File: config.mk
export PLATFORM = sky130hd
export DESIGN_NAME = eq_menu_ctrl
export DESIGN_NICKNAME = d
export VERILOG_FILES = /design/src/rtl/eq_pkg.sv /design/src/rtl/eq_gain_table.sv /design/src/rtl/eq_menu_ctrl.sv
export SDC_FILE = /design/constraint.sdc
export NUM_CORES = 1
export LEC_CHECK = 0
export BUFFER_PORTS_ARGS = -buffer_cell sky130_fd_sc_hd__buf_2
export CAP_MARGIN = 25
export CORE_UTILIZATION = 55
export DETAILED_ROUTE_END_ITERATION = 6
export PLACE_DENSITY = 0.75
export SKIP_CTS_REPAIR_TIMING = 1
export SYNTH_ARGS = -nofsm -noshare
export SYNTH_HDL_FRONTEND = slang
export SYNTH_SLANG_ARGS = --single-unit
export TNS_END_PERCENT = 1
File: constraint.sdc
create_clock -name i_clk -period 3.5 [get_ports i_clk]
set_input_delay 0.525 -clock i_clk [delete_from_list [all_inputs] [get_ports i_clk]]
set_output_delay 0.525 -clock i_clk [all_outputs]
set_load 0.01 [all_outputs]
File: src/rtl/eq_pkg.sv
// Shared definitions for the equalizer menu: band count, gain limits, state codes
// and the 5-bit signed gain type used by the menu, display decoder and filter bank.
package eq_pkg;

  localparam int N_BANDS  = 8;
  localparam int GAIN_MIN = -12;
  localparam int GAIN_MAX = 12;

  typedef logic [2:0] state_t;

  // Codes are driven straight onto the seven-segment display, so they are fixed.
  localparam state_t StIdle   = 3'd0;
  localparam state_t StBand   = 3'd1;
  localparam state_t StGain   = 3'd2;
  localparam state_t StCommit = 3'd3;
  localparam state_t StBypass = 3'd4;

  typedef logic signed [4:0] gain_t;

  function automatic logic [15:0] gain_sext(input gain_t g);
    return {{11{g[4]}}, g};
  endfunction

endpackage

File: src/rtl/eq_gain_table.sv
// Per-band stored gain registers: one synchronous write port, one combinational read port.
module eq_gain_table #(
  parameter int N_BANDS = eq_pkg::N_BANDS
) (
  input  logic          clk_i,
  input  logic          rst_ni,
  input  logic          we_i,
  input  logic [2:0]    waddr_i,
  input  eq_pkg::gain_t wdata_i,
  input  logic [2:0]    raddr_i,
  output eq_pkg::gain_t rdata_o
);

  eq_pkg::gain_t mem_q [N_BANDS];

  for (genvar g = 0; g < N_BANDS; g++) begin : gen_entry
    always_ff @(posedge clk_i or negedge rst_ni) begin
      if (!rst_ni) begin
        mem_q[g] <= '0;
      end else if (we_i && (waddr_i == 3'(g))) begin
        mem_q[g] <= wdata_i;
      end
    end
  end

  always_comb begin
    rdata_o = '0;
    for (int i = 0; i < N_BANDS; i++) begin
      if (raddr_i == 3'(i)) begin
        rdata_o = mem_q[i];
      end
    end
  end

endmodule

File: src/rtl/eq_menu_ctrl.sv
// Key-driven equalizer menu: pick a band, edit its gain, commit it to the filter bank
// through a req/ack handshake; bypass and an idle timeout abandon any uncommitted edit.
module eq_menu_ctrl #(
  parameter int          N_BANDS     = eq_pkg::N_BANDS,
  parameter int          GAIN_MIN    = eq_pkg::GAIN_MIN,
  parameter int          GAIN_MAX    = eq_pkg::GAIN_MAX,
  parameter int unsigned TIMEOUT_CYC = 1048576
) (
  input  logic        i_clk,
  input  logic        i_rst_n,
  input  logic        i_select,
  input  logic        i_back,
  input  logic        i_up,
  input  logic        i_down,
  input  logic        i_bypass,
  input  logic        i_cfg_ack,
  output logic [2:0]  o_state,
  output logic [2:0]  o_band,
  output logic [15:0] o_gain,
  output logic        o_cfg_req,
  output logic [2:0]  o_cfg_band,
  output logic [15:0] o_cfg_gain
);

  localparam int unsigned     TmoW     = (TIMEOUT_CYC > 2) ? $clog2(TIMEOUT_CYC) : 1;
  localparam logic [TmoW-1:0] TmoLast  = TmoW'(TIMEOUT_CYC - 1);
  localparam logic [2:0]      BandLast = 3'(N_BANDS - 1);
  localparam eq_pkg::gain_t   GainHi   = eq_pkg::gain_t'(GAIN_MAX);
  localparam eq_pkg::gain_t   GainLo   = eq_pkg::gain_t'(GAIN_MIN);

  eq_pkg::state_t  state_q, state_d;
  logic [2:0]      band_q, band_d;
  eq_pkg::gain_t   wgain_q, wgain_d;
  logic [TmoW-1:0] tmo_q, tmo_d;
  logic            cfg_req_q, cfg_req_d;
  logic [2:0]      cfg_band_q, cfg_band_d;
  eq_pkg::gain_t   cfg_gain_q, cfg_gain_d;
  logic [15:0]     gain_q, gain_d;

  eq_pkg::gain_t   rd_gain, shown_gain;
  logic            k_back, k_sel, k_up, k_dn;
  logic            tmo_hit, acted, tbl_we;

  // One key per cycle: back > select > up > down.
  assign k_back  = i_back;
  assign k_sel   = i_select & ~i_back;
  assign k_up    = i_up & ~i_select & ~i_back;
  assign k_dn    = i_down & ~i_up & ~i_select & ~i_back;
  assign tmo_hit = (tmo_q == TmoLast);

  // Kept separate from the main decode so the table read address has no path from rd_gain.
  always_comb begin
    band_d = band_q;
    if ((state_q == eq_pkg::StBand) && !i_bypass && !tmo_hit) begin
      if (k_up) begin
        band_d = (band_q == BandLast) ? 3'd0 : band_q + 3'd1;
      end else if (k_dn) begin
        band_d = (band_q == 3'd0) ? BandLast : band_q - 3'd1;
      end
    end
  end

  always_comb begin
    state_d    = state_q;
    wgain_d    = wgain_q;
    cfg_req_d  = cfg_req_q;
    cfg_band_d = cfg_band_q;
    cfg_gain_d = cfg_gain_q;
    acted      = 1'b0;
    tbl_we     = 1'b0;
    case (state_q)
      eq_pkg::StIdle: begin
        if (i_bypass) begin
          state_d = eq_pkg::StBypass;
        end else if (k_sel) begin
          state_d = eq_pkg::StBand;
          acted   = 1'b1;
        end
      end
      eq_pkg::StBand: begin
        if (i_bypass) begin
          state_d = eq_pkg::StBypass;
        end else if (tmo_hit) begin
          state_d = eq_pkg::StIdle;
        end else if (k_back) begin
          state_d = eq_pkg::StIdle;
          acted   = 1'b1;
        end else if (k_sel) begin
          state_d = eq_pkg::StGain;
          wgain_d = rd_gain;
          acted   = 1'b1;
        end else if (k_up || k_dn) begin
          acted = 1'b1;
        end
      end
      eq_pkg::StGain: begin
        if (i_bypass) begin
          state_d = eq_pkg::StBypass;
        end else if (tmo_hit) begin
          state_d = eq_pkg::StIdle;
        end else if (k_back) begin
          state_d = eq_pkg::StBand;
          acted   = 1'b1;
        end else if (k_sel) begin
          state_d    = eq_pkg::StCommit;
          cfg_req_d  = 1'b1;
          cfg_band_d = band_q;
          cfg_gain_d = wgain_q;
          acted      = 1'b1;
        end else if (k_up) begin
          if (wgain_q < GainHi) wgain_d = wgain_q + 5'sd1;
          acted = 1'b1;
        end else if (k_dn) begin
          if (wgain_q > GainLo) wgain_d = wgain_q - 5'sd1;
          acted = 1'b1;
        end
      end
      eq_pkg::StCommit: begin
        if (cfg_req_q && i_cfg_ack) begin
          tbl_we    = 1'b1;
          cfg_req_d = 1'b0;
          state_d   = eq_pkg::StBand;
        end
      end
      eq_pkg::StBypass: begin
        if (!i_bypass) state_d = eq_pkg::StIdle;
      end
      default: state_d = eq_pkg::StIdle;
    endcase
  end

  always_comb begin
    tmo_d = tmo_q;
    if (acted || (state_d != state_q)) begin
      tmo_d = '0;
    end else if ((state_q == eq_pkg::StBand) || (state_q == eq_pkg::StGain)) begin
      tmo_d = tmo_q + 1'b1;
    end
  end

  // Forward a same-cycle commit so the display never shows the stale table entry.
  always_comb begin
    if ((state_d == eq_pkg::StGain) || (state_d == eq_pkg::StCommit)) begin
      shown_gain = wgain_d;
    end else if (tbl_we && (cfg_band_q == band_d)) begin
      shown_gain = cfg_gain_q;
    end else begin
      shown_gain = rd_gain;
    end
    gain_d = eq_pkg::gain_sext(shown_gain);
  end

  eq_gain_table #(
    .N_BANDS (N_BANDS)
  ) u_gain_table (
    .clk_i   (i_clk),
    .rst_ni  (i_rst_n),
    .we_i    (tbl_we),
    .waddr_i (cfg_band_q),
    .wdata_i (cfg_gain_q),
    .raddr_i (band_d),
    .rdata_o (rd_gain)
  );

  always_ff @(posedge i_clk or negedge i_rst_n) begin
    if (!i_rst_n) begin
      state_q    <= eq_pkg::StIdle;
      band_q     <= '0;
      wgain_q    <= '0;
      tmo_q      <= '0;
      cfg_req_q  <= 1'b0;
      cfg_band_q <= '0;
      cfg_gain_q <= '0;
      gain_q     <= '0;
    end else begin
      state_q    <= state_d;
      band_q     <= band_d;
      wgain_q    <= wgain_d;
      tmo_q      <= tmo_d;
      cfg_req_q  <= cfg_req_d;
      cfg_band_q <= cfg_band_d;
      cfg_gain_q <= cfg_gain_d;
      gain_q     <= gain_d;
    end
  end

  assign o_state    = state_q;
  assign o_band     = band_q;
  assign o_gain     = gain_q;
  assign o_cfg_req  = cfg_req_q;
  assign o_cfg_band = cfg_band_q;
  assign o_cfg_gain = eq_pkg::gain_sext(cfg_gain_q);

endmodule

; ---- Word level (Yosys, flattened, before mapping)
; Index checks and enable logic that the tools add are counted.
[classes]
eq_ne = 29
reduce_logical = 26
n_addsub = 5
mux = 65
bitwise_logic = 11
magnitude_cmp = 2
[ops]
columns = op, n
row1 = 2-to-1 mux 5 bit, 22
row2 = 2-to-1 mux 3 bit, 17
row3 = 2-to-1 mux 20 bit, 2
row4 = == test 3 bit (second input constant), 10
row5 = == test 3 x 2 -> 1 bit (second input constant), 8
row6 = adder 20 x 1 -> 20 bit (second input constant), 1
row7 = == test 20 bit (second input constant), 1
row8 = 2-to-1 mux 1 bit, 20
row9 = case mux 3 bit (5 select lines), 1
row10 = logical AND 1 bit, 12
row11 = zero test 3 bit, 4
row12 = inequality test 2 bit (second input constant), 5
row13 = case mux 5 bit (2 select lines), 1
row14 = == test 3 x 1 -> 1 bit (second input constant), 3
row15 = AND 1 bit, 6
row16 = AND reduction 6 bit, 1
row17 = adder 5 x 2 -> 5 bit (second input constant), 1
row18 = greater-than comparator 5 bit (second input constant), 1
row19 = < comparator 5 bit (second input constant), 1
row20 = NOT 1 bit, 5
row21 = AND reduction 5 bit, 1
row22 = subtractor 5 x 2 -> 5 bit (second input constant), 1
row23 = logical OR 1 bit, 4
row24 = nonzero test 2 bit, 2
row25 = other kinds (7), 8
[word_totals]
wordCells = 154
output_inout_bits = 42
input_bits = 8
regBits = 85

; ---- Logic depth before layout (Yosys ltp)
; Gate-level depths: netlist (run 1).
[depth]
depth_word = 22
mapped_depth = 12
ltp_nobuf = 11

; ---- Hierarchy
; A second synthesis (run 1) with hierarchy kept.
[hier_totals]
cells_unflattened = 479
area_unflattened_um2 = 5166.2
[modules_own_cells]
columns = mod, cells_each, seq_area_each_um2, instances, area_per_inst_um2
row1 = eq_menu_ctrl, 335, 1126.1, 1, 3161.8
row2 = eq_gain_table, 144, 1001.0, 1, 2004.4

; ---- Worst setup path before layout (run 1)
; OpenSTA, ideal clock, no wires.
[synth_timing]
path_type = input-to-reg
start = input port i_back
end = register gain_q[0] (netlist: o_gain[0])
required_ns = 3.374
path_stages = 10
setup_time_ns = 0.126
path_buffers = 2
t_arrival_ns = 2.717
setup_slack_ns = 0.657
path_cell_list = clkbuf_2 > or2_1 > clkbuf_2 > a211o_2 > a211oi_2 > o21a_2 > xor2_1 > nor4_4 > a21oi_1 > a221o_1
[synth_between]
elab_chain_len = 20
word_cells_on_any_way = 52
cone_classes = eq/ne: 10 / mux: 35 / bitwise: 4 / reduce/logical: 3
[synth_rtl]
columns = item, line_no
row1 = from (decl), eq_menu_ctrl.sv:12  ; input logic i_back,
row2 = NOT 1 bit (no source line), n/a
row3 = AND 1 bit, eq_menu_ctrl.sv:48  ; assign k_dn = i_down & ~i_up & ~i_select & ~i_back;
row4 = 2-to-1 mux 3 bit, eq_menu_ctrl.sv:57  ; end else if (k_dn) begin
row5 = 2-to-1 mux 3 bit, eq_menu_ctrl.sv:55  ; if (k_up) begin
row6 = 2-to-1 mux 3 bit, eq_menu_ctrl.sv:54  ; if ((state_q == eq_pkg::StBand) && !i_bypass && !tmo_hit) begin
row7 = zero test 3 bit, eq_gain_table.sv:29  ; if (raddr_i == 3'(i)) begin
row8 = 2-to-1 mux 5 bit (8 in a row), eq_gain_table.sv:29
row9 = 2-to-1 mux 5 bit, eq_menu_ctrl.sv:88  ; end else if (k_sel) begin
row10 = 2-to-1 mux 5 bit, eq_menu_ctrl.sv:85  ; end else if (k_back) begin
row11 = 2-to-1 mux 5 bit, eq_menu_ctrl.sv:83  ; end else if (tmo_hit) begin
row12 = 2-to-1 mux 5 bit, eq_menu_ctrl.sv:81  ; if (i_bypass) begin
row13 = case mux 5 bit (2 select lines), eq_menu_ctrl.sv:71  ; case (state_q)
row14 = 2-to-1 mux 5 bit *, eq_menu_ctrl.sv:143  ; if ((state_d == eq_pkg::StGain) || (state_d == eq_pkg::StCommit)) begin
row15 = via shown_gain[0], eq_menu_ctrl.sv:40  ; eq_pkg::gain_t rd_gain, shown_gain;
row16 = to (signal assigned), eq_menu_ctrl.sv:183  ; gain_q <= gain_d;
row17 = to (decl), eq_menu_ctrl.sv:38  ; logic [15:0] gain_q, gain_d;
; The timed path passes the listed nets; every way through them passes the cells marked *.
; A chain may end at the register's enable or synchronous reset.

; ---- Final worst setup path (run 1)
[layout_timing]
start = register state_q[2] (netlist: o_state[2])
end = register gain_q[2] (netlist: o_gain[2])
[layout_between]
elab_chain_len = 19
word_cells_on_any_way = 50
cone_classes = eq/ne: 14 / mux: 30 / reduce/logical: 6
[layout_rtl]
columns = item, line_no
row1 = from (decl), eq_menu_ctrl.sv:31  ; eq_pkg::state_t state_q, state_d;
row2 = from (signal assigned), eq_menu_ctrl.sv:167  ; state_q <= eq_pkg::StIdle;
row3 = from (signal assigned), eq_menu_ctrl.sv:176  ; state_q <= state_d;
row4 = == test 3 x 1 -> 1 bit, "eq_menu_ctrl.sv:54, eq_menu_ctrl.sv:71"
row5 = logical AND 1 bit (2 in a row), eq_menu_ctrl.sv:54
row6 = 2-to-1 mux 3 bit, eq_menu_ctrl.sv:54
row7 = zero test 3 bit, eq_gain_table.sv:29
row8 = 2-to-1 mux 5 bit (8 in a row), eq_gain_table.sv:29
row9 = 2-to-1 mux 5 bit, eq_menu_ctrl.sv:88
row10 = 2-to-1 mux 5 bit, eq_menu_ctrl.sv:85
row11 = 2-to-1 mux 5 bit, eq_menu_ctrl.sv:83
row12 = 2-to-1 mux 5 bit, eq_menu_ctrl.sv:81
row13 = case mux 5 bit (2 select lines), eq_menu_ctrl.sv:71
row14 = 2-to-1 mux 5 bit *, eq_menu_ctrl.sv:143
row15 = via shown_gain[2], eq_menu_ctrl.sv:40
; Marks and branches as above.

==> metrics.md, run 1 <==
| Metric | Value |
|---|---|
| Relative max-transition margin | `48.0%` |
| RSZ-0062 raised after global routing | `false` |
| Drt first-iter violations | `259` |
| Clk sink count | `85` |
| Reg2Reg Depth | `8` |
| Largest net degree at the start of global routing | `40` |
| Clk slew on worst S/H paths | `0.10 ns` |
| Initial antenna violation count | `0` |
| GRT Util Overall | `26.2%` |
| CP required | `3.76 ns` |
| Root buffer cell | `clkbuf_8` |
| Peak supply drop | `0.202 mV` |
| Most frequent cells in the layout | `dfrtp_1 (85), nand2_1 (55), nor2_1 (48), buf_2 (48), mux2_2 (39)` |
| Post-route cell area | `5360 µm²` |
| Most used DFF post-synth | `dfrtp_1` |
| Final WS setup | `0.500 ns` |
| Final Max Tran Viols | `0` |
| Detailed placer's ending HPWL | `8260 µm` |
| Clk_skew | `0.0127 ns` |
| Yosys warns | `0` |
| Layout cells sized above 1 | `27.1%` |
| Clock Latency Late Sink | `0.37 ns` |
| Synth-to-layout area growth | `9.46%` |
| Die ar. | `9280 µm²` |
| R2r setup slk | `0.50 ns` |
| Post-synth EDFFs | `0` |
| Number of global-route vias before repair | `3500` |
| Die height | `96.3 µm` |
| Die width | `96.3 µm` |
| Ant. Diodes | `0` |
| CP endpoint kind | `flop` |
| Final min period | `3.00 ns` |
| Mapped Nets | `519` |
| Routability Congestion | `0.902` |
| Setup WS pre-CTS | `0.437 ns` |
| DRC Markers | `0` |
| IO Pins | `50` |
| Arr. time, crit path | `3.25 ns` |
| Slowest stage cell, crit path | `dfrtp_1` |
| Hold_sp | `u_gain_table.mem_q[11]` |
| Starting Density | `56.4%` |
| Slowest stage delay, CP | `0.52 ns` |
| Worst path cell trace | `nor3b_1, o211ai_1, a211oi_2, o22ai_4, xnor2_1, nor4_4, nand2b_1, a311o_1` |
| Setup violations, final | `0` |
| Async SR Flop Fraction | `100%` |
| Buf/Inv on CP | `0` |
| Commonest non-fill, non-tap cell in the layout | `dfrtp_1` |
| DR vias | `3886` |
| CTS buffer count | `9` |
| Final worst path period share | `85.7%` |
| Hold WS | `0.502 ns` |
| HP Class | `reg2reg` |
| Post-Syn Area | `4890 µm²` |
| RR Endpoint | `o_gain[2]` |
| Hold path endpoint | `u_gain_table.mem_q[11]` |
| Yosys reg bits | `85` |
| Placement Rows | `34` |
| Max Fclk | `0.333 GHz` |
| WL/cell | `17.3 µm` |
| Post-Synthesis Cells | `504` |
| First-pass GRT wire length | `18100 µm` |
| Clock Path Buffers | `2` |
| CP Launch Type | `flop` |
| Tightest Pin Transition | `0.774 ns` |
| Reg2reg start | `o_state[2]` |
| CP max FO | `12` |
| Pre-Repair DR Iteration Count | `5` |
| Placeable Area | `8680 µm²` |
| Yosys cell types | `70` |
| IO Port Bufs | `49` |
| Util after Layout | `61.7%` |
| CTS tree | `built` |
| Post-synthesis sequential area ratio | `43.5%` |
| H-tree levels | `3` |
| Hold Path Depth | `2` |
| Via/cell ratio | `5.97` |
| Pleak | `2.44 nW` |
| Final setup TNS | `0 ns` |
| DRT Wirelength | `11300 µm` |
| Kind of cell adding the most delay to the critical path | `compound AO/OA/AOI/OAI gates` |
| Post-route ant nets | `0` |
| Fin nets | `553` |
| CP Class | `reg2reg` |
| Post-Syn Area per Cell | `9.71 µm²` |
| Dpl cell area | `5150 µm²` |
| Fin. Hold Viols | `0` |
| Grt ovf | `0` |
| Power Dens Cells | `392 nW/µm²` |
| Maxcap violations | `0` |
| Status | `finished clean` |
-- cell families (layout without fill, tap and decap cells) --
| family | Yosys count | in the layout | synth area share [%] |
|---|---|---|---|
| xor gates and xnor gates | 24 | 24 | 4.29 |
| AOI/OAI and AO/OA | 100 | 100 | 15.1 |
| muxes | 40 | 40 | 9.18 |
| adders and majority gates | 8 | 8 | 1.99 |
| DFF | 85 | 85 | 43.5 |
| buffers and inverters | 70 | 109 | 7.41 |
| and+or+nand+nor | 177 | 177 | 18.5 |
-- how the worst max path moves through the flow --
stage                from        end  slack (ns)  depth (start not counted)
2_1_floorplan      i_back  o_gain[0]        0.66                         10
5_1_grt        o_state[2]  o_gain[0]        0.25                          8
3_3_place_gp     i_select  o_gain[0]        0.50                          9
4_1_cts        o_state[2]  o_gain[2]        0.53                          8
3_5_place_dp         i_up  o_gain[2]        0.44                          9
6_report       o_state[2]  o_gain[2]        0.50                          8
-- layer usage --
layer	up-vias	GRT usage [%]	part of all wire, %
met4	0	8.46	1.9
met3	18	5.06	5.8
met2	125	38.8	44
met5	-	0	0
met1	1888	38.4	49
li1	1855	-	-
-- cells in the mapped netlist, types with 4 or more instances --
| master | n | area [µm²] |
|---|---|---|
| xnor2_1 | 16 | 140 |
| a211oi_1 | 5 | 37.5 |
| o211ai_1 | 9 | 67.6 |
| o21ai_0 | 23 | 115 |
| clkbuf_2 | 4 | 20.0 |
| nand2_1 | 55 | 206 |
| a21oi_1 | 15 | 75.1 |
| nor2_1 | 48 | 180 |
| nand3_1 | 19 | 95.1 |
| a41o_2 | 4 | 45.0 |
| mux2_2 | 39 | 439 |
| o2111ai_1 | 11 | 96.3 |
| nand4_1 | 9 | 56.3 |
| ha_1 | 7 | 87.6 |
| buf_4 | 22 | 165 |
| dfrtp_1 | 85 | 2130 |
| nor4_1 | 4 | 25.0 |
| xor2_1 | 8 | 70.1 |
| buf_2 | 4 | 20.0 |
| inv_1 | 23 | 86.3 |
| nand2b_1 | 4 | 25.0 |
| nor3_1 | 5 | 25.0 |
| nor4bb_1 | 4 | 40.0 |
| clkbuf_1 | 12 | 45.0 |
| a31oi_1 | 4 | 25.0 |
-- worst min-delay path: cells and delay by family, from the launching register on --
family             cells  cell delay, ns
DFF                    1            0.36
AOI/OAI and AO/OA      1            0.06
and+or+nand+nor        1            0.05
-- area by class of cell --
type	instances	area, µm²
Fill cell	721	3320
Multi-Input combinational cell	349	2400
Sequential cell	85	2130
Timing Repair Buffer	69	400
Tap cell	108	135
Clock buffer	9	124
Inverter	24	90.1
Clock inverter	7	76.3
-- power breakdown --
group	switching (mW)	internal, mW	leakage, nW
registers	0.0376	1.01	1.15
logic	0.219	0.140	1.19
clock network	0.410	0.284	0.103
total	0.667	1.43	2.44
-- metrics by stage --
step           total power [mW]  instances
2_1_floorplan              1.31        504
3_3_place_gp               1.41        634
3_5_place_dp               1.42        634
4_1_cts                    2.11        650
5_1_grt                    2.21        651
6_report                   2.10        651
-- flip-flops by register name (all words and copies together) (netlist names) --
| register | count |
|---|---|
| wgain_q | 5 |
| u_gain_table.mem_q | 40 |
| o_state | 3 |
| o_cfg_req | 1 |
| tmo_q | 20 |
| o_cfg_band | 3 |
| cfg_gain_q | 5 |
| o_gain | 5 |
| o_band | 3 |
Note: power is estimated with default switching activity, not from simulation.
==> run 2, diff against run 1 <==
- ABC_AREA: default -> 1
- PLACE_DENSITY: 0.75 -> 0.85
==> metrics.md, run 2 <==
| Metric | Value |
|---|---|
| Die height | `97.7 µm (was 96.3 µm)` |
| CP max FO | `20 (was 12)` |
| Die ar. | `9550 µm² (was 9280 µm²)` |
| Largest net degree at the start of global routing | `72 (was 40)` |
| Yosys cell types | `43 (was 70)` |
| Tightest Pin Transition | `0.880 ns (was 0.774 ns)` |
| Largest family of logic cells by synthesized area | `simple AND/OR/NAND/NOR gates (unchanged)` |
| Placeable Area | `8810 µm² (was 8680 µm²)` |
| Final setup TNS | `0 ns (unchanged)` |
| Initial antenna violation count | `0 (unchanged)` |
| Final Max Tran Viols | `0 (unchanged)` |
| CTS tree | `built (unchanged)` |
| Clk slew on worst S/H paths | `0.10 ns (about the same)` |
| DRT Wirelength | `12100 µm (was 11300 µm)` |
| DR vias | `4535 (was 3886)` |
| Arr. time, crit path | `3.26 ns (was 3.25 ns)` |
| Fin. Hold Viols | `0 (unchanged)` |
| Pre-Repair DR Iteration Count | `7 (was 5)` |
| Yosys reg bits | `85 (unchanged)` |
| Root buffer cell | `clkbuf_8 (unchanged)` |
| Post-synthesis xor/xnor area fraction | `3.65% (was 4.29%)` |
| Placement Rows | `34 (unchanged)` |
| Largest regs | `u_gain_table.mem_q (40), tmo_q (20) (unchanged)` |
| Post-synthesis sequential area ratio | `42.2% (was 43.5%)` |
| IO Pins | `50 (unchanged)` |
| Relative max-transition margin | `41.3% (was 48.0%)` |
| Most common cell in the netlist | `nand2_1 (was dfrtp_1)` |
| Clk_skew | `0.0178 ns (was 0.0127 ns)` |
| Reg2reg start | `tmo_q[0] (was o_state[2])` |
| Post-synthesis mux area share | `0% (was 9.18%)` |
| Buf/Inv on CP | `2 (was 0)` |
| Reg2Reg Depth | `18 (was 8)` |
| Clock Path Buffers | `2 (unchanged)` |
| Post-Syn Area | `5040 µm² (was 4890 µm²)` |
| Most frequent cells in the layout | `nand2_1 (172), dfrtp_1 (85), inv_1 (56) (was dfrtp_1 (85), nand2_1 (55), nor2_1 (48), buf_2 (48), mux2_2 (39))` |
| Layout cells sized above 1 | `15.8% (was 27.1%)` |
| H-tree levels | `3 (unchanged)` |
| RR Endpoint | `o_gain[3] (was o_gain[2])` |
| Synth-to-layout area growth | `7.60% (was 9.46%)` |
| Hold WS | `0.268 ns (was 0.502 ns)` |
| Post-route cell area | `5420 µm² (was 5360 µm²)` |
| CTS buffer count | `9 (unchanged)` |
| CP Launch Type | `flop (unchanged)` |
| Register area | `2130 µm² (unchanged)` |
| Drt first-iter violations | `363 (was 259)` |
| Overall power | `2.32 mW (was 2.10 mW)` |
| Setup violations, final | `0 (unchanged)` |
| Worst path cell trace | `ha_1, nand3_2, nor2_4, nand3_4, nand3_1, nand2_1, nand2_1, inv_2, nand2_2, nand2_1, inv_1, nand4_1, nand2_1, nand3_1, nand2_1, nand2_1, nand2_1, nand2_1 (was nor3b_1, o211ai_1, a211oi_2, o22ai_4, xnor2_1, nor4_4, nand2b_1, a311o_1)` |
| Layout fillers | `731 (was 721)` |
| Post-Syn Area per Cell | `7.92 µm² (was 9.71 µm²)` |
| Most used cell, CP | `nand2_1` |
| HP Class | `in2async (was reg2reg)` |
| Routability Congestion | `0.976 (was 0.902)` |
| Maxcap violations | `0 (unchanged)` |
| Adder-cell share of the synthesized area | `1.74% (was 1.99%)` |
| Peak supply drop | `0.275 mV (was 0.202 mV)` |
| IO Port Bufs | `49 (unchanged)` |
| Synth Area in Simple Gates | `29.9% (was 18.5%)` |
| CP Class | `reg2reg (unchanged)` |
| CP required | `3.74 ns (was 3.76 ns)` |
| Area share of the largest cell type after synthesis | `42.2% (was 43.5%)` |
| Slowest stage cell, crit path | `nand2_1 (was dfrtp_1)` |
| First-pass GRT wire length | `20300 µm (was 18100 µm)` |
| Max Fclk | `0.332 GHz (was 0.333 GHz)` |
| Failing checks | `DRC` |
| Slowest stage delay, CP | `0.53 ns (was 0.52 ns)` |
| Die width | `97.7 µm (was 96.3 µm)` |
| Commonest non-fill, non-tap cell in the layout | `nand2_1 (was dfrtp_1)` |
| DRC Markers | `14 (was 0)` |
| Mapped Nets | `651 (was 519)` |
| Kind of cell adding the most delay to the critical path | `simple AND/OR/NAND/NOR gates (was compound AO/OA/AOI/OAI gates)` |
| Most frequent cells after synthesis | `nand2_1 (172), dfrtp_1 (85), inv_1 (56), o21ai_0 (55), nand3_1 (48) (was dfrtp_1 (85), nand2_1 (55), nor2_1 (48), mux2_2 (39))` |
| Fin nets | `680 (was 553)` |
| Pleak | `2.50 nW (was 2.44 nW)` |
| Area leader, netlist | `dfrtp_1 (unchanged)` |
| Post-synthesis compound-gate area fraction | `12.9% (was 15.1%)` |
| Clk sink count | `85 (unchanged)` |
| Via/cell ratio | `5.83 (was 5.97)` |
| Number of global-route vias before repair | `4211 (was 3500)` |
| Post-Synthesis Cells | `636 (was 504)` |
| Dpl cell area | `5200 µm² (was 5150 µm²)` |
| CP endpoint kind | `flop (unchanged)` |
| Yosys warns | `0 (unchanged)` |
| Status | `finished with violations (was finished clean)` |
| Area of the multi-input gates | `2430 µm² (was 2400 µm²)` |
| Clock Latency Late Sink | `0.36 ns (was 0.37 ns)` |
| Top cells by area in the synthesized netlist | `dfrtp_1 (42%), nand2_1 (13%), o21ai_0 (5.5%) (was dfrtp_1 (43%), mux2_2 (9.0%), nand2_1 (4.2%))` |
| R2r setup slk | `0.49 ns (was 0.50 ns)` |
| Starting Density | `57.2% (was 56.4%)` |
| Power Dens Cells | `429 nW/µm² (was 392 nW/µm²)` |
| Most used DFF post-synth | `dfrtp_1 (unchanged)` |
| Max reg flops | `40 (unchanged)` |
| Async SR Flop Fraction | `100% (unchanged)` |
| Detailed placer's ending HPWL | `9000 µm (was 8260 µm)` |
| Final min period | `3.01 ns (was 3.00 ns)` |
| Post-synth EDFFs | `0 (unchanged)` |
| GRT Util Overall | `26.5% (was 26.2%)` |
| RSZ-0062 raised after global routing | `false (unchanged)` |
| Final worst path period share | `86.1% (was 85.7%)` |
| Reg with most FFs | `u_gain_table.mem_q (unchanged)` |
| Grt ovf | `0 (unchanged)` |
| Post-route ant nets | `0 (unchanged)` |
| Ant. Diodes | `0 (unchanged)` |
| WL/cell | `15.5 µm (was 17.3 µm)` |
[run 2: cell types whose count changed in the layout (fill, tap and decap cells not counted), moves of 8 or more]
cell | previous run | this run
nand4_1 | 9 | 19
o2111ai_1 | 11 | 0
o21ai_0 | 23 | 55
xnor2_1 | 16 | 4
nand3_1 | 19 | 48
nor3_1 | 5 | 13
buf_4 | 20 | 3
mux2_2 | 39 | 0
inv_1 | 23 | 56
o31ai_1 | 1 | 16
nor2_1 | 48 | 23
xor2_1 | 8 | 17
nand2_1 | 55 | 172
[run 2: layout make-up]
cell class,count,share of cell area (%)
clock buffers,9,2.29
clock inverters,7,1.78
inverters,65,4.50
multi-input cells,453,44.9
flip-flops and latches,85,39.2
well taps,108,2.49
repair buffers,51,4.85
[run 2: through the flow]
stage / setup slack [ns] / utilization [%] / cells
6_report: 0.485 / 61.6 / 778
5_1_grt: 0.167 / 61.6 / 778
4_1_cts: 0.521 / 61.6 / 778
3_5_place_dp: 0.466 / 59.1 / 762
3_3_place_gp: 0.588 / 59.1 / 762
2_1_floorplan: 1.21 / - / 636
[run 2: kinds of logic (layout without fill, tap and decap cells)]
family                   Yosys count  count (layout)
adder cells (fa/ha/maj)            7               7
XOR/XNOR                          21              21
flip-flops                        85              85
AO/OA/AOI/OAI                    110             110
AND/OR/NAND/NOR                  315             315
buffers and inverters             98             132
[run 2: how the worst max path moves through the flow]
stage,from,end,depth (start not counted)
after detailed placement,i_select,o_gain[3],17
after global routing,tmo_q[0],o_gain[3],18
after global placement,i_select,o_gain[4],18
after floorplan,tmo_q[0],tmo_q[11],15
final,tmo_q[0],o_gain[3],18
after CTS,tmo_q[0],o_gain[3],18
[run 2: where the power goes]
group	internal (mW)	switching [mW]
sequential	1.02	0.0503
combinational	0.154	0.327
clock	0.406	0.370
[run 2: layer usage]
layer	vias up	part of all wire, %	track usage, %
li1	2156	-	-
met1	2123	45	36.5
met2	224	46	42.1
met3	32	6.8	4.24
met4	0	2.7	10.5
met5	-	0	0
==> run 3, diff against run 2 <==
- ABC_AREA: 1 -> default
==> metrics.md, run 3 (synthesized netlist as in run 1, its figures left out) <==
| Metric | Value |
|---|---|
| Status | `finished clean (was finished with violations)` |
| Synth-to-layout area growth | `9.20% (was 7.60%)` |
| Clock share of power | `33.0% (was 33.4%)` |
| Power Dens Cells | `395 nW/µm² (was 429 nW/µm²)` |
| Largest net degree at the start of global routing | `86 (was 72)` |
| Kind of cell adding the most delay to the critical path | `simple AND/OR/NAND/NOR gates (unchanged)` |
| Setup violations, final | `0 (unchanged)` |
| Final worst path period share | `90.0% (was 86.1%)` |
| Max Fclk | `0.317 GHz (was 0.332 GHz)` |
| Comb pwr share | `17.5% (was 20.7%)` |
| CP Class | `reg2reg (unchanged)` |
| Int Power | `1.48 mW (was 1.58 mW)` |
| Root buffer cell | `clkbuf_8 (unchanged)` |
| Hold_sp | `u_gain_table.mem_q[17]` |
| IO Port Bufs | `49 (unchanged)` |
| IO Pins | `50 (unchanged)` |
| Slowest stage delay, CP | `0.60 ns (was 0.53 ns)` |
| Drt first-iter violations | `293 (was 363)` |
| Placeable Area | `8680 µm² (was 8810 µm²)` |
| Fin nets | `549 (was 680)` |
| Sw frac | `29.9% (was 32.2%)` |
| Final Max Tran Viols | `0 (unchanged)` |
| DRC Markers | `0 (was 14)` |
| Post-route ant nets | `0 (unchanged)` |
| Final WS setup | `0.349 ns (was 0.485 ns)` |
| First-pass GRT wire length | `18100 µm (was 20300 µm)` |
| Clk_skew | `0.00907 ns (was 0.0178 ns)` |
| Util after Layout | `61.6% (about the same)` |
| Sw Pwr | `0.632 mW (was 0.747 mW)` |
| Starting Density | `56.4% (was 57.2%)` |
| CP required | `3.75 ns (was 3.74 ns)` |
| Grt ovf | `0 (unchanged)` |
| Buf/Inv on CP | `0 (was 2)` |
| Largest regs | `u_gain_table.mem_q (40), tmo_q (20) (unchanged)` |
| Maxcap violations | `0 (unchanged)` |
| Number of global-route vias before repair | `3731 (was 4211)` |
| Detailed placer's ending HPWL | `8230 µm (was 9000 µm)` |
| Via/cell ratio | `6.23 (was 5.83)` |
| Initial antenna violation count | `0 (unchanged)` |
| GRT Util Overall | `25.8% (was 26.5%)` |
| Reg with most FFs | `u_gain_table.mem_q (unchanged)` |
| Arr. time, crit path | `3.40 ns (was 3.26 ns)` |
| Ant. Diodes | `0 (unchanged)` |
| Hold WS | `0.514 ns (was 0.268 ns)` |
| Setup WS pre-CTS | `0.317 ns (was 0.466 ns)` |
| Routability Congestion | `0.909 (was 0.976)` |
| WL/cell | `17.8 µm (was 15.5 µm)` |
| Relative max-transition margin | `49.3% (was 41.3%)` |
| Worst path cell trace | `nor3b_1, nand2_1, a211oi_2, o21a_2, xor2_1, nor4_4, a21oi_1, a221o_1 (was ha_1, nand3_2, nor2_4, nand3_4, nand3_1, nand2_1, nand2_1, inv_2, nand2_2, nand2_1, inv_1, nand4_1, nand2_1, nand3_1, nand2_1, nand2_1, nand2_1, nand2_1)` |
| CTS buffer count | `9 (unchanged)` |
| CP max FO | `16 (was 20)` |
| Reg power frac | `49.5% (was 45.9%)` |
| H-tree levels | `3 (unchanged)` |
| RR Endpoint | `o_gain[0] (was o_gain[3])` |
| Final setup TNS | `0 ns (unchanged)` |
| HP Class | `reg2reg (was in2async)` |
| CTS tree | `built (unchanged)` |
| Pre-Repair DR Iteration Count | `5 (was 7)` |
| Reg2reg start | `o_state[0] (was tmo_q[0])` |
| Slowest stage cell, crit path | `dfrtp_1 (was nand2_1)` |
| DR vias | `4029 (was 4535)` |
| Final min period | `3.15 ns (was 3.01 ns)` |
| Most frequent cells in the layout | `dfrtp_1 (85), nand2_1 (55), nor2_1 (48), buf_2 (48), mux2_2 (39) (was nand2_1 (172), dfrtp_1 (85), inv_1 (56))` |
| RSZ-0062 raised after global routing | `false (unchanged)` |
| Hold Path Depth | `1` |
| CP endpoint kind | `flop (unchanged)` |
| Max reg flops | `40 (unchanged)` |
| Clk sink count | `85 (unchanged)` |
| CP Launch Point | `o_state[0] (was tmo_q[0])` |
| Die ar. | `9280 µm² (was 9550 µm²)` |
| Placement Rows | `34 (unchanged)` |
| Clock Latency Late Sink | `0.36 ns (about the same)` |
| DRT Wirelength | `11500 µm (was 12100 µm)` |
| Layout cells sized above 1 | `26.5% (was 15.8%)` |
| Clk slew on worst S/H paths | `0.09 ns (was 0.10 ns)` |
| Reg2Reg Depth | `8 (was 18)` |
| Fin. Hold Viols | `0 (unchanged)` |
| Tightest Pin Transition | `0.756 ns (was 0.880 ns)` |
| Clock Path Buffers | `2 (unchanged)` |
| Pleak | `2.42 nW (was 2.50 nW)` |
| Hold path endpoint | `u_gain_table.mem_q[17]` |
| Commonest non-fill, non-tap cell in the layout | `dfrtp_1 (was nand2_1)` |
| R2r setup slk | `0.35 ns (was 0.49 ns)` |
| Peak supply drop | `0.199 mV (was 0.275 mV)` |
| CP Launch Type | `flop (unchanged)` |
| Die width | `96.3 µm (was 97.7 µm)` |
| Die height | `96.3 µm (was 97.7 µm)` |
-- run 3: cell count changes in the layout (fill, tap and decap cells not counted), moves of 25 or more --
cell	change
nor2_1	+25
o21ai_0	-32
mux2_2	+39
inv_1	-33
nand2_1	-117
nand3_1	-29
-- run 3: worst max path at each step --
stage / to / slack, ns / depth (start not counted)
after floorplan: o_gain[0] / 0.66 / 10
after global placement: o_gain[0] / 0.42 / 9
after detailed placement: o_gain[3] / 0.32 / 9
after CTS: o_gain[0] / 0.42 / 8
after global routing: o_gain[2] / 0.15 / 8
final: o_gain[0] / 0.35 / 8
-- run 3: through the flow --
| stage | cells | power, mW | cell area [µm²] |
|---|---|---|---|
| floorplan | 504 | 1.31 | 4890 |
| global placement | 629 | 1.41 | 5110 |
| detailed placement | 629 | 1.42 | 5110 |
| CTS | 645 | 2.11 | 5310 |
| global route | 647 | 2.20 | 5350 |
| finish | 647 | 2.11 | 5350 |
-- run 3: cell type report --
type | instances | area, µm²
sequential | 85 | 2130
fill | 675 | 3330
clock inverter | 7 | 73.8
clock buffer | 9 | 124
tap | 108 | 135
inverter | 24 | 90.1
multi-input combinational | 349 | 2400
timing repair buffer | 65 | 390
-- run 3: routing by layer --
metal / share of wire [%] / wire (µm) / vias to the layer above / track usage [%]
met5: 0 / 0 / - / 0
met1: 44 / 5030 / 1977 / 33.9
met2: 47 / 5420 / 178 / 41.3
met3: 6.4 / 735 / 35 / 4.74
li1: - / - / 1839 / -
met4: 2.7 / 316 / 0 / 11.9
-- run 3: power groups by stage --
stage	Combinational [mW]	Sequential, mW	Clock, mW
after floorplan	0.249	1.06	0
after global placement	0.342	1.07	0
after detailed placement	0.357	1.06	0
after CTS	0.360	1.05	0.707
after global routing	0.402	1.05	0.750
final	0.370	1.05	0.697
